[config.mk]
export PLATFORM = sky130hd
export DESIGN_NAME = pll_phase_step_ctl
export DESIGN_NICKNAME = d
export VERILOG_FILES = /design/src/rtl/pll_phase_step_ctl.sv
export SDC_FILE = /design/constraint.sdc
export NUM_CORES = 1
export LEC_CHECK = 0
export CAP_MARGIN = 20
export CORE_ASPECT_RATIO = 1.2
export CORE_MARGIN = 2
export CORE_UTILIZATION = 50
export DETAILED_ROUTE_END_ITERATION = 6
export PLACE_DENSITY = 0.77
export REMOVE_ABC_BUFFERS = 1
export SKIP_LAST_GASP = 1
export SYNTH_ARGS = -nofsm -noshare
export SYNTH_HDL_FRONTEND = slang
export SYNTH_SLANG_ARGS = --single-unit
[constraint.sdc]
create_clock -name clk -period 3.3 [get_ports clk]
set_input_delay 0.99 -clock clk [delete_from_list [all_inputs] [get_ports clk]]
set_output_delay 0.99 -clock clk [all_outputs]
set_load 0.005 [all_outputs]
[src/rtl/pll_phase_step_ctl.sv]
// Dynamic phase-shift sequencer for the ECP5 EHXPLLL: turns step requests into
// PHASESEL/PHASEDIR/PHASESTEP waveforms and supervises PLL lock with reset recovery.
module pll_phase_step_ctl #(
  parameter int SETUP_W = 2,
  parameter int STEP_W  = 4,
  parameter int GAP_W   = 4,
  parameter int CNT_W   = 8,
  parameter int POS_W   = 8,
  parameter int LOCK_TO = 65535,
  parameter int RST_W   = 16
) (
  input  logic               clk,
  input  logic               rst_n,
  input  logic               req,
  input  logic [1:0]         sel,
  input  logic               dir,
  input  logic [CNT_W-1:0]   steps,
  output logic               busy,
  output logic               done,
  output logic               err,
  output logic               locked,
  output logic [4*POS_W-1:0] pos,
  input  logic               pll_lock,
  output logic               pll_rst,
  output logic [1:0]         pll_phasesel,
  output logic               pll_phasedir,
  output logic               pll_phasestep
);

  typedef enum logic [2:0] {
    S_IDLE, S_SETUP, S_PULSE, S_GAP, S_DONE, S_WAIT_LOCK, S_RESET
  } state_t;

  // One shared timer covers phase timing, reset width and the lock timeout.
  localparam int M0      = (SETUP_W > STEP_W) ? SETUP_W : STEP_W;
  localparam int M1      = (M0 > GAP_W) ? M0 : GAP_W;
  localparam int M2      = (M1 > RST_W) ? M1 : RST_W;
  localparam int TMR_MAX = (M2 > LOCK_TO) ? M2 : LOCK_TO;
  localparam int TMR_W   = $clog2(TMR_MAX + 1);

  localparam logic signed [POS_W-1:0] ONE = POS_W'(1);

  state_t                    state;
  logic                      sync1;
  logic                      lock_s;
  logic [TMR_W-1:0]          tmr;
  logic [CNT_W-1:0]          remaining;
  logic [1:0]                lat_sel;
  logic                      lat_dir;
  logic signed [POS_W-1:0]   pos_r [4];

  function automatic logic signed [POS_W-1:0] step_pos(
    input logic signed [POS_W-1:0] p,
    input logic                    d
  );
    return d ? (p - ONE) : (p + ONE);
  endfunction

  assign locked = lock_s & (state != S_RESET);

  for (genvar i = 0; i < 4; i++) begin : g_pos
    assign pos[i*POS_W +: POS_W] = pos_r[i];
  end

  always_ff @(posedge clk or negedge rst_n) begin
    if (!rst_n) begin
      state         <= S_WAIT_LOCK;
      sync1         <= 1'b0;
      lock_s        <= 1'b0;
      tmr           <= '0;
      remaining     <= '0;
      lat_sel       <= '0;
      lat_dir       <= 1'b0;
      busy          <= 1'b0;
      done          <= 1'b0;
      err           <= 1'b0;
      pll_rst       <= 1'b0;
      pll_phasesel  <= '0;
      pll_phasedir  <= 1'b0;
      pll_phasestep <= 1'b1;
      for (int i = 0; i < 4; i++) pos_r[i] <= '0;
    end else begin
      sync1  <= pll_lock;
      lock_s <= sync1;
      done   <= 1'b0;
      case (state)
        S_IDLE: begin
          if (!lock_s) begin
            state <= S_WAIT_LOCK;
            tmr   <= '0;
          end else if (req) begin
            lat_sel      <= sel;
            lat_dir      <= dir;
            remaining    <= steps;
            pll_phasesel <= sel;
            pll_phasedir <= dir;
            err          <= 1'b0;
            busy         <= 1'b1;
            tmr          <= '0;
            state        <= S_SETUP;
          end
        end
        S_SETUP, S_PULSE, S_GAP: begin
          // Lock loss beats any pending stage exit, so a truncated pulse never counts.
          if (!lock_s) begin
            state         <= S_WAIT_LOCK;
            tmr           <= '0;
            pll_phasestep <= 1'b1;
            err           <= 1'b1;
            done          <= 1'b1;
            busy          <= 1'b0;
          end else if (state == S_SETUP) begin
            if (tmr == TMR_W'(SETUP_W - 1)) begin
              tmr <= '0;
              if (remaining == '0) begin
                state <= S_DONE;
                done  <= 1'b1;
              end else begin
                state         <= S_PULSE;
                pll_phasestep <= 1'b0;
              end
            end else begin
              tmr <= tmr + TMR_W'(1);
            end
          end else if (state == S_PULSE) begin
            if (tmr == TMR_W'(STEP_W - 1)) begin
              tmr              <= '0;
              pos_r[lat_sel]   <= step_pos(pos_r[lat_sel], lat_dir);
              remaining        <= remaining - CNT_W'(1);
              pll_phasestep    <= 1'b1;
              state            <= S_GAP;
            end else begin
              tmr <= tmr + TMR_W'(1);
            end
          end else begin
            if (tmr == TMR_W'(GAP_W - 1)) begin
              tmr <= '0;
              if (remaining != '0) begin
                state         <= S_PULSE;
                pll_phasestep <= 1'b0;
              end else begin
                state <= S_DONE;
                done  <= 1'b1;
              end
            end else begin
              tmr <= tmr + TMR_W'(1);
            end
          end
        end
        S_DONE: begin
          state <= S_IDLE;
          busy  <= 1'b0;
        end
        S_WAIT_LOCK: begin
          if (lock_s) begin
            state <= S_IDLE;
            tmr   <= '0;
          end else if (tmr == TMR_W'(LOCK_TO - 1)) begin
            state   <= S_RESET;
            tmr     <= '0;
            pll_rst <= 1'b1;
            busy    <= 1'b1;
            for (int i = 0; i < 4; i++) pos_r[i] <= '0;
          end else begin
            tmr <= tmr + TMR_W'(1);
          end
        end
        S_RESET: begin
          if (tmr == TMR_W'(RST_W - 1)) begin
            state   <= S_WAIT_LOCK;
            tmr     <= '0;
            pll_rst <= 1'b0;
            busy    <= 1'b0;
          end else begin
            tmr <= tmr + TMR_W'(1);
          end
        end
        default: begin
          state <= S_WAIT_LOCK;
          tmr   <= '0;
        end
      endcase
    end
  end

endmodule

==> out/qor.yml, run 1 <==
status: "complete, no violations"
worst_slew_pin_slew_ps: 814.3
clock_latency_ps: 350
drc: 0
synth-edff-count: 0
postCtsSetupRepairBufs: 0
crit_fanout: 16
hold_viol_final: 0
drt_iter0_drc: 156
p_sw_uw: 1571
p_seq_share_pct: 35.4
ys_ff_latch: 69
overflow: 0
nNetsFinal: 504
async_reset_ff_share_pct: 100.0
swShare_pct: 41.57
slew_viol_final: 0
ir_drop_mv: 0.4172
power.density_nw_per_um2: 767.5
cts_resized: 0
cp_data_required_time_ps: 3510
clkPwrFrac_pct: 20.3
clockBufferDepth: 2
initial_core_util_pct: 50.72
worstSetupPathType: "flop to flop"
clkTransAtPathRegs_ps: 80
skew_ps: 9.957
wire_per_inst_um: 18.48
cts_hold_buf: 0
drt_wl_total_mm: 10.66
antenna_found_initial: 0
p_leak_uw: 0.002093
clock.fmax_ghz: 0.3220
grt_max_degree: 30
synth_ff_type: "dfrtp_1"
cts_tree: "done"
drtPass1Iterations: 6
fp.dieArea_um2: 8873
numCtsBuffers: 9
die_y_um: 102.8
start_kind: "flop"
core_area_um2: 8018
ys_seq_area_share_pct: 42.55
clockRootBuffer: "clkbuf_8"
syn-cell-area_um2: 4066
maxCapViolations: 0
final_cell_mix: "dfrtp_1, clkdlybuf4s50_1, nand2_1"
die_x_um: 86.33
synth_warnings: 0
n_antenna_cell: 0
h-tree-depth: 3
grt_pass1_vias: 3495
hpwl_mm: 7.635
drive_gt1_share_pct: 9.959
ys_types: 60
timing.rr.start: "lat_sel[0]"
floorplan.rows: 36
finalCritPeriodShare_pct: 94.11
via_per_inst: 6.395
setup_violations: 0
min-delay-start: "sync1"
grt_pass1_wl_mm: 17.19
finalPower_uw: 3780
syn_to_final_growth_pct: 21.11
relSlewSlack_pct: 45.35
cts_sinks: 69
final_common_cell: "dfrtp_1"
pwr-share-comb_pct: 44.4
synthCells: 426
critical_path_arrival_ps: 3320
place_congestion: 0.9857
final_antenna_net_count: 0
vias: 3690
io_pins: 56
intPower_uw: 2209
worstSetupEndpointType: "flop"
crit_start: "lat_sel[0]"
track_usage_pct: 24.71
rsz0062_at_grt: "false"
setup-tns-final_ps: 0
hold_class: "flop to flop"
avgSynthCellArea_um2: 9.546
io_buffers: 55
finalCriticalPeriod_ps: 3106
## power groups by stage
stage / clock, uW / combinational (uW) / sequential (uW)
2_1_floorplan: 0 / 1070 / 1280
3_3_place_gp: 0 / 1600 / 1330
3_5_place_dp: 0 / 1660 / 1350
4_1_cts: 776 / 1660 / 1330
5_1_grt: 799 / 1840 / 1370
6_report: 766 / 1680 / 1340
## registers in the layout, indices dropped and copies added (netlist names)
name and flops:
lock_s 1, pll_rst 1, state 3, done 1, pos 32, tmr 16, err 1, pll_phasestep 1
busy 1, remaining 8, lat_sel 2, lat_dir 1, sync1 1
## cells in the mapped netlist (4+ instances only)
cell,count,area (um^2)
nand3_1,11,55.05
clkbuf_1,21,78.83
nor3b_1,4,30.03
nand2_1,44,165.2
o32ai_1,6,52.55
a22o_1,24,210.2
nor2b_1,6,37.54
nand4_1,6,37.54
nor2_1,24,90.09
and2_1,6,37.54
o2bb2ai_1,8,70.07
dfrtp_1,66,1652
or4_1,5,37.54
inv_1,17,63.81
o21ai_0,14,70.07
a2bb2oi_1,5,43.79
or3_1,4,25.02
mux2i_1,5,50.05
and3_1,4,25.02
a21oi_1,22,110.1
nor4_1,14,87.58
xnor2_1,9,78.83
o22ai_1,5,31.28
o21ai_1,5,25.02
mux4_2,7,157.7
nor3_1,19,95.09
ha_1,11,137.6
## cells by family (layout without fill, tap and decap cells)
| logic type | count (synthesis) | in the layout | synth area share (%) |
|---|---|---|---|
| compound gates | 116 | 116 | 20.68 |
| fa+ha+maj | 12 | 12 | 3.877 |
| xor+xnor | 10 | 10 | 2.154 |
| flops | 69 | 69 | 42.55 |
| simple gates | 162 | 162 | 20.86 |
| mux | 15 | 15 | 5.938 |
| buf+inv | 42 | 98 | 3.939 |
## routing by layer
metal | global-route usage, % | vias to the layer above | share of wire (%)
li1 | - | 1695 | -
met1 | 32.09 | 1819 | 42
met2 | 41.72 | 147 | 50
met3 | 3.042 | 29 | 5.4
met4 | 10.82 | 0 | 2.4
met5 | 0 | - | 0
## metrics by stage
| stage | hold WS, ps | worst slack [ps] | util [%] | instance area [um^2] | cells |
|---|---|---|---|---|---|
| floorplan | 331.2 | 484.1 | - | 3970 | 401 |
| global placement | 334.8 | 455.6 | 58.74 | 4710 | 561 |
| detailed placement | 350.9 | 240.4 | 58.74 | 4710 | 561 |
| CTS | 368.0 | 246.4 | 61.42 | 4925 | 577 |
| global route | 369.7 | 31.28 | 61.42 | 4925 | 577 |
| finish | 366.9 | 194.4 | 61.42 | 4925 | 577 |
## final timing paths
check / slack [ps] / end / depth (start not counted)
max: 190 / pos[5] / 7
min: 370 / lock_s / 0
max in group asynchronous: 1970 / remaining[7] / 2
max reg2reg: 190 / pos[5] / 7
min in group asynchronous: 580 / pos[9] / 1
min reg2reg: 370 / lock_s / 0
## area by class of cell
type,count,area [um^2]
fillers,671,3093
multi-input cells,315,2176
flip-flops and latches,69,1730
repair buffers,65,620.6
clock buffers,10,127.6
well taps,95,118.9
clock inverters,6,87.58
inverters,17,63.81
## critical path, cell delays in order (launching register included)
cell and delay [ps]:
dfrtp_1 800, mux4_2 600, ha_1 370, a21oi_1 250, nor2_1 90, a211o_1 270, nor3_1 450, o2bb2ai_1 130
(Power assumes the default switching activity.)
==> run 2, diff against run 1 <==
--- a/config.mk
+++ b/config.mk
@@ -11,6 +11,7 @@
 export CORE_UTILIZATION = 50
 export DETAILED_ROUTE_END_ITERATION = 6
 export PLACE_DENSITY = 0.77
+export RECOVER_POWER = 100
 export REMOVE_ABC_BUFFERS = 1
 export SKIP_LAST_GASP = 1
 export SYNTH_ARGS = -nofsm -noshare
==> constraint.sdc (replaced) <==
create_clock -name clk -period 3.3 [get_ports clk]
set_input_delay 0.99 -clock clk [delete_from_list [all_inputs] [get_ports clk]]
set_output_delay 0.99 -clock clk [all_outputs]
set_load 0.05 [all_outputs]
==> run 2 against run 1 <==
Die area stayed put. Critical path depth fell by 5. Sequential share of layout area barely moved. Sequential power down 4%. Hold slack improved by 3.5 ps. Clock skew increased by 8.5 ps. Wire length fell by 0.49%. Critical path type is now flop to output port. Largest cell class unchanged. Highest routed layer unchanged.
==> out/qor.yml, run 2 (same netlist as run 1, synthesis figures left out) <==
critical_path_arrival_ps: 2130  # was 3320 ps
place_congestion: 0.9569  # was 0.9857
drive_gt1_share_pct: 9.072  # was 9.959%
reg2reg_to: "pos[30]"  # was pos[5]
drc: 0  # unchanged
layout.area.seq_um2: 1730  # unchanged
cts_tree: "done"  # unchanged
pwr-share-comb_pct: 49.7  # was 44.4%
rsz0062_at_grt: "false"  # unchanged
postCtsSetupRepairBufs: 0  # unchanged
io_pins: 56  # unchanged
initial_core_util_pct: 50.72  # unchanged
timing.rr.start: "state[2]"  # was lat_sel[0]
syn_to_final_growth_pct: 21.08  # was 21.11%
hold_class: "flop to flop"  # unchanged
antenna_found_initial: 0  # unchanged
final_area_um2: 4923  # was 4925 um^2
status: "complete, no violations"  # unchanged
drt_iter0_drc: 243  # was 156
final_cell_mix: "dfrtp_1, nand2_1, dlygate4sd3_1"  # was dfrtp_1, clkdlybuf4s50_1, nand2_1
grt_max_degree: 29  # was 30
clockRootBuffer: "clkbuf_8"  # unchanged
n_antenna_cell: 0  # unchanged
cts_resized: 0  # unchanged
io_buffers: 55  # unchanged
reg2reg_slack_ps: 270  # was 190 ps
clock_latency_ps: 360  # was 350 ps
via_per_inst: 6.374  # was 6.395
wire_per_inst_um: 18.29  # was 18.48 um
p_leak_uw: 0.002210  # was 0.002093 uW
clock.fmax_ghz: 0.3204  # was 0.3220 GHz
skew_ps: 18.44  # was 9.957 ps
intPower_uw: 2184  # was 2209 uW
hpwl_mm: 7.433  # was 7.635 mm
start_kind: "flop"  # unchanged
slowest_delay_ps: 910  # was 800 ps
crit_fanout: 20  # was 16
slew_viol_final: 0  # unchanged
fp.dieArea_um2: 8873  # unchanged
holdWs_ps: 370.4  # was 366.9 ps
cts_hold_buf: 0  # unchanged
track_usage_pct: 24.69  # was 24.71%
numCtsBuffers: 9  # unchanged
crit_start: "state[2]"  # was lat_sel[0]
h-tree-depth: 3  # unchanged
critPathSlowestCell: "dfstp_1"  # was dfrtp_1
final_cells: 580  # was 577
setup-tns-final_ps: 0  # unchanged
path_cells: "a21oi_1 -> clkdlybuf4s50_1"  # was mux4_2 -> ha_1 -> a21oi_1 -> nor2_1 -> a211o_1 -> nor3_1 -> o2bb2ai_1
dpl_cell_area_um2: 4732  # was 4710 um^2
critical_path.endpoint: "locked"  # was pos[5]
floorplan.rows: 36  # unchanged
die_x_um: 86.33  # unchanged
p_seq_share_pct: 31.4  # was 35.4%
clkPwrFrac_pct: 18.8  # was 20.3%
drt_wl_total_mm: 10.61  # was 10.66 mm
drtPass1Iterations: 5  # was 6
grt_pass1_vias: 3514  # was 3,495
maxCapViolations: 0  # unchanged
final_antenna_net_count: 0  # unchanged
swShare_pct: 46.56  # was 41.57%
ir_drop_mv: 0.4786  # was 0.4172 mV
cts_sinks: 69  # unchanged
worstSetupEndpointType: "output port"  # was flop
nNetsFinal: 507  # was 504
clockBufferDepth: 2  # unchanged
worst_slew_pin_slew_ps: 1345  # was 814.3 ps
setup_violations: 0  # unchanged
power.density_nw_per_um2: 830.1  # was 767.5 nW/um^2
finalCritPeriodShare_pct: 94.59  # was 94.11%
relSlewSlack_pct: 9.380  # was 45.35%
grt_pass1_wl_mm: 17.26  # was 17.19 mm
hold_viol_final: 0  # unchanged
final_common_cell: "dfrtp_1"  # unchanged
core_area_um2: 8018  # unchanged
cp_data_required_time_ps: 2310  # was 3510 ps
largest_register_ffs: 32  # unchanged
finalCriticalPeriod_ps: 3121  # was 3106 ps
multi_input_area_um2: 2171  # was 2176 um^2
clkTransAtPathRegs_ps: 80  # about the same
p_sw_uw: 1903  # was 1571 uW
worstSetupPathType: "flop to output port"  # was flop to flop
vias: 3697  # was 3,690
r2r_cells: 5  # was 7
overflow: 0  # unchanged
nFillCells: 666  # was 671
die_y_um: 102.8  # unchanged
dp_cells: 564  # was 561
## run 2: cell types whose count changed in the layout (fill, tap and decap cells not counted), sizes merged
cell           change
clkdlybuf4s50     -42
dlygate4sd3       +42
clkbuf             +6
buf                -3
## run 2: metrics by stage
step / total power [uW] / util (%) / setup WS, ps
after global placement: 3298 / 59.02 / 523.1
after floorplan: 2682 / - / 354.1
after detailed placement: 3362 / 59.02 / 383.1
after global routing: 4328 / 61.41 / 94.27
final: 4087 / 61.41 / 178.6
after CTS: 4127 / 61.70 / 198.7
## run 2: power groups by stage
stage	Combinational (uW)	Clock, uW	Sequential (uW)
floorplan	1080	0	1600
global placement	2010	0	1290
detailed placement	2060	0	1300
CTS	2070	773	1290
global route	2210	809	1310
finish	2030	770	1280
## run 2: worst min path at each step
stage                  end   from  slack [ps]  cells after the start
floorplan           lock_s  sync1         330                      0
global route        lock_s  sync1         380                      0
CTS                 lock_s  sync1         370                      0
detailed placement  lock_s  sync1         340                      0
global placement    lock_s  sync1         330                      0
finish              lock_s  sync1         370                      0
## run 2: routing by layer
| layer | vias up | share of wire (%) | global-route usage [%] |
|---|---|---|---|
| met2 | 171 | 50 | 42.19 |
| met1 | 1786 | 40 | 30.49 |
| met3 | 32 | 6.3 | 3.923 |
| met4 | 0 | 3.0 | 12.14 |
| li1 | 1708 | - | - |
| met5 | - | 0 | 0 |
## run 2: final cells by class
class	instances	area share (%)
multi-input combinational	315	44.09
clock inverter	6	1.779
timing repair buffer	68	12.68
clock buffer	10	2.592
tap	95	2.414
inverter	17	1.296
sequential	69	35.15
## run 2: worst max-delay path, delay by kind of cell, from the launching register on
kind	cells	cell delay, ps
flops	1	910
buf+inv	1	740
compound gates	1	130
==> run 3, diff against run 2 <==
==> constraint.sdc (replaced) <==
create_clock -name clk -period 3.1 [get_ports clk]
set_input_delay 0.93 -clock clk [delete_from_list [all_inputs] [get_ports clk]]
set_output_delay 0.93 -clock clk [all_outputs]
set_load 0.05 [all_outputs]
==> run 3 against run 2 <==
The run now ends with max-capacitance violations, max-slew violations left. Clock skew is 9.0 ps lower. Sequential share of layout area down 0.18 points. Combinational power increased by 8%. Non-clock buffer count increased by 6. Wire length is 1.0% lower. Sequential power rose by 5%. Critical path depth grew 1. Total power up 6.0%. Register-to-register slack got worse by 50 ps. Critical path type unchanged. Largest cell class unchanged.
==> out/qor.yml, run 3 (same netlist as run 1, synthesis figures left out) <==
h-tree-depth: 3  # unchanged
finalCriticalPeriod_ps: 2918
clkPwrFrac_pct: 18.2  # was 18.8%
wire_per_inst_um: 17.91  # was 18.29 um
vias: 3625  # was 3,697
syn_to_final_growth_pct: 21.78  # was 21.08%
setup-tns-final_ps: 0  # unchanged
floorplan.rows: 36  # unchanged
finalCritPeriodShare_pct: 94.13
numCtsBuffers: 9  # unchanged
postCtsSetupRepairBufs: 0  # unchanged
worstSetupPathType: "flop to output port"  # unchanged
drtPass1Iterations: 4  # was 5
nNetsFinal: 513  # was 507
grt_max_degree: 36  # was 29
p_seq_share_pct: 31.1  # was 31.4%
drc: 0  # unchanged
initial_core_util_pct: 50.72  # unchanged
pre_cts_ws_ps: 284.8  # was 383.1 ps
fin_ws_ps: 182.0  # was 178.6 ps
ir_drop_mv: 0.5203  # was 0.4786 mV
dp_cells: 570  # was 564
largest_register_ffs: 32  # unchanged
violations: "max-capacitance violations, max-slew violations"
via_per_inst: 6.186  # was 6.374
track_usage_pct: 25.05  # was 24.69%
io_pins: 56  # unchanged
rsz0062_at_grt: "false"  # unchanged
intPower_uw: 2311  # was 2184 uW
cts_resized: 0  # unchanged
clockRootBuffer: "clkbuf_8"  # unchanged
dpl_cell_area_um2: 4777  # was 4732 um^2
die_x_um: 86.33  # unchanged
cts_hold_buf: 0  # unchanged
relSlewSlack_pct: -23.64  # was 9.380%
n_antenna_cell: 0  # unchanged
p_sw_uw: 2023  # was 1903 uW
clkTransAtPathRegs_ps: 70  # was 80 ps
holdWs_ps: 355.1  # was 370.4 ps
cp_data_required_time_ps: 2170  # was 2310 ps
p_leak_uw: 0.002234  # was 0.002210 uW
io_buffers: 55  # unchanged
power.density_nw_per_um2: 875.2  # was 830.1 nW/um^2
overflow: 0  # unchanged
core_area_um2: 8018  # unchanged
drt_wl_total_mm: 10.50  # was 10.61 mm
hold_path_depth: 0  # unchanged
clock.fmax_ghz: 0.3427
die_y_um: 102.8  # unchanged
final_area_um2: 4952  # was 4923 um^2
antenna_found_initial: 0  # unchanged
pwr-share-comb_pct: 50.7  # was 49.7%
fp.dieArea_um2: 8873  # unchanged
skew_ps: 9.431  # was 18.44 ps
clockBufferDepth: 2  # unchanged
crit_fanout: 3  # was 20
hold_class: "flop to flop"  # unchanged
critical_path_arrival_ps: 1990  # was 2130 ps
final_common_cell: "dfrtp_1"  # unchanged
drt_iter0_drc: 136  # was 243
start_kind: "flop"  # unchanged
worst_slew_pin_slew_ps: 1855  # was 1345 ps
clock_latency_ps: 360  # about the same
grt_pass1_wl_mm: 17.35  # was 17.26 mm
final_cells: 586  # was 580
r2r_cells: 5  # unchanged
swShare_pct: 46.68  # was 46.56%
setup_violations: 0  # unchanged
grt_pass1_vias: 3552  # was 3,514
worstSetupEndpointType: "output port"  # unchanged
hold_viol_final: 0  # unchanged
place_congestion: 0.9386  # was 0.9569
cts_tree: "done"  # unchanged
cts_sinks: 69  # unchanged
maxCapViolations: 2  # was 0
final_cell_mix: "dfrtp_1, nand2_1, dlygate4sd3_1"  # unchanged
slew_viol_final: 71  # was 0
status: "finished with violations"  # was complete, no violations
final_antenna_net_count: 0  # unchanged
hpwl_mm: 7.770  # was 7.433 mm
drive_gt1_share_pct: 10.18  # was 9.072%
run 3: metal layers:
layer	track usage, %	wire, um
met5	0	0
met4	11.30	325
met3	6.085	386
met1	30.94	4639
met2	41.66	5145
run 3: layout make-up:
class | instances | area (um^2)
Clock buffer | 13 | 168.9
Clock inverter | 3 | 42.54
Inverter | 17 | 63.81
Sequential cell | 69 | 1732
Fill cell | 681 | 3065
Multi-Input combinational cell | 315 | 2160
Tap cell | 95 | 118.9
Timing Repair Buffer | 74 | 666.9
run 3: worst paths after layout:
check / startpoint / slack, ps / endpoint
min in group asynchronous: rst_n / 1130 / pos[11]
max in group asynchronous: rst_n / 730 / lat_sel[0]
setup reg to reg: tmr[11] / 220 / state[0]
setup / recovery: state[0] / 180 / locked
hold / removal: sync1 / 360 / lock_s
hold reg to reg: sync1 / 360 / lock_s
run 3: through the flow:
step	utilization, %	total power, uW
6_report	61.77	4334
5_1_grt	61.77	4601
4_1_cts	62.22	4408
3_5_place_dp	59.58	3621
3_3_place_gp	59.58	3583
2_1_floorplan	-	2855
run 3: critical path: stages (launching register included):
cell           delay (ps)
dfstp_2               530
nor2b_1                70
a21oi_1               140
dlygate4sd3_1         880
run 3: power groups by stage:
| stage | sequential (uW) | clock [uW] | combinational [uW] |
|---|---|---|---|
| after floorplan | 1710 | 0 | 1150 |
| after global placement | 1350 | 0 | 2230 |
| after detailed placement | 1360 | 0 | 2260 |
| after CTS | 1350 | 796 | 2270 |
| after global routing | 1380 | 835 | 2390 |
| final | 1350 | 791 | 2200 |
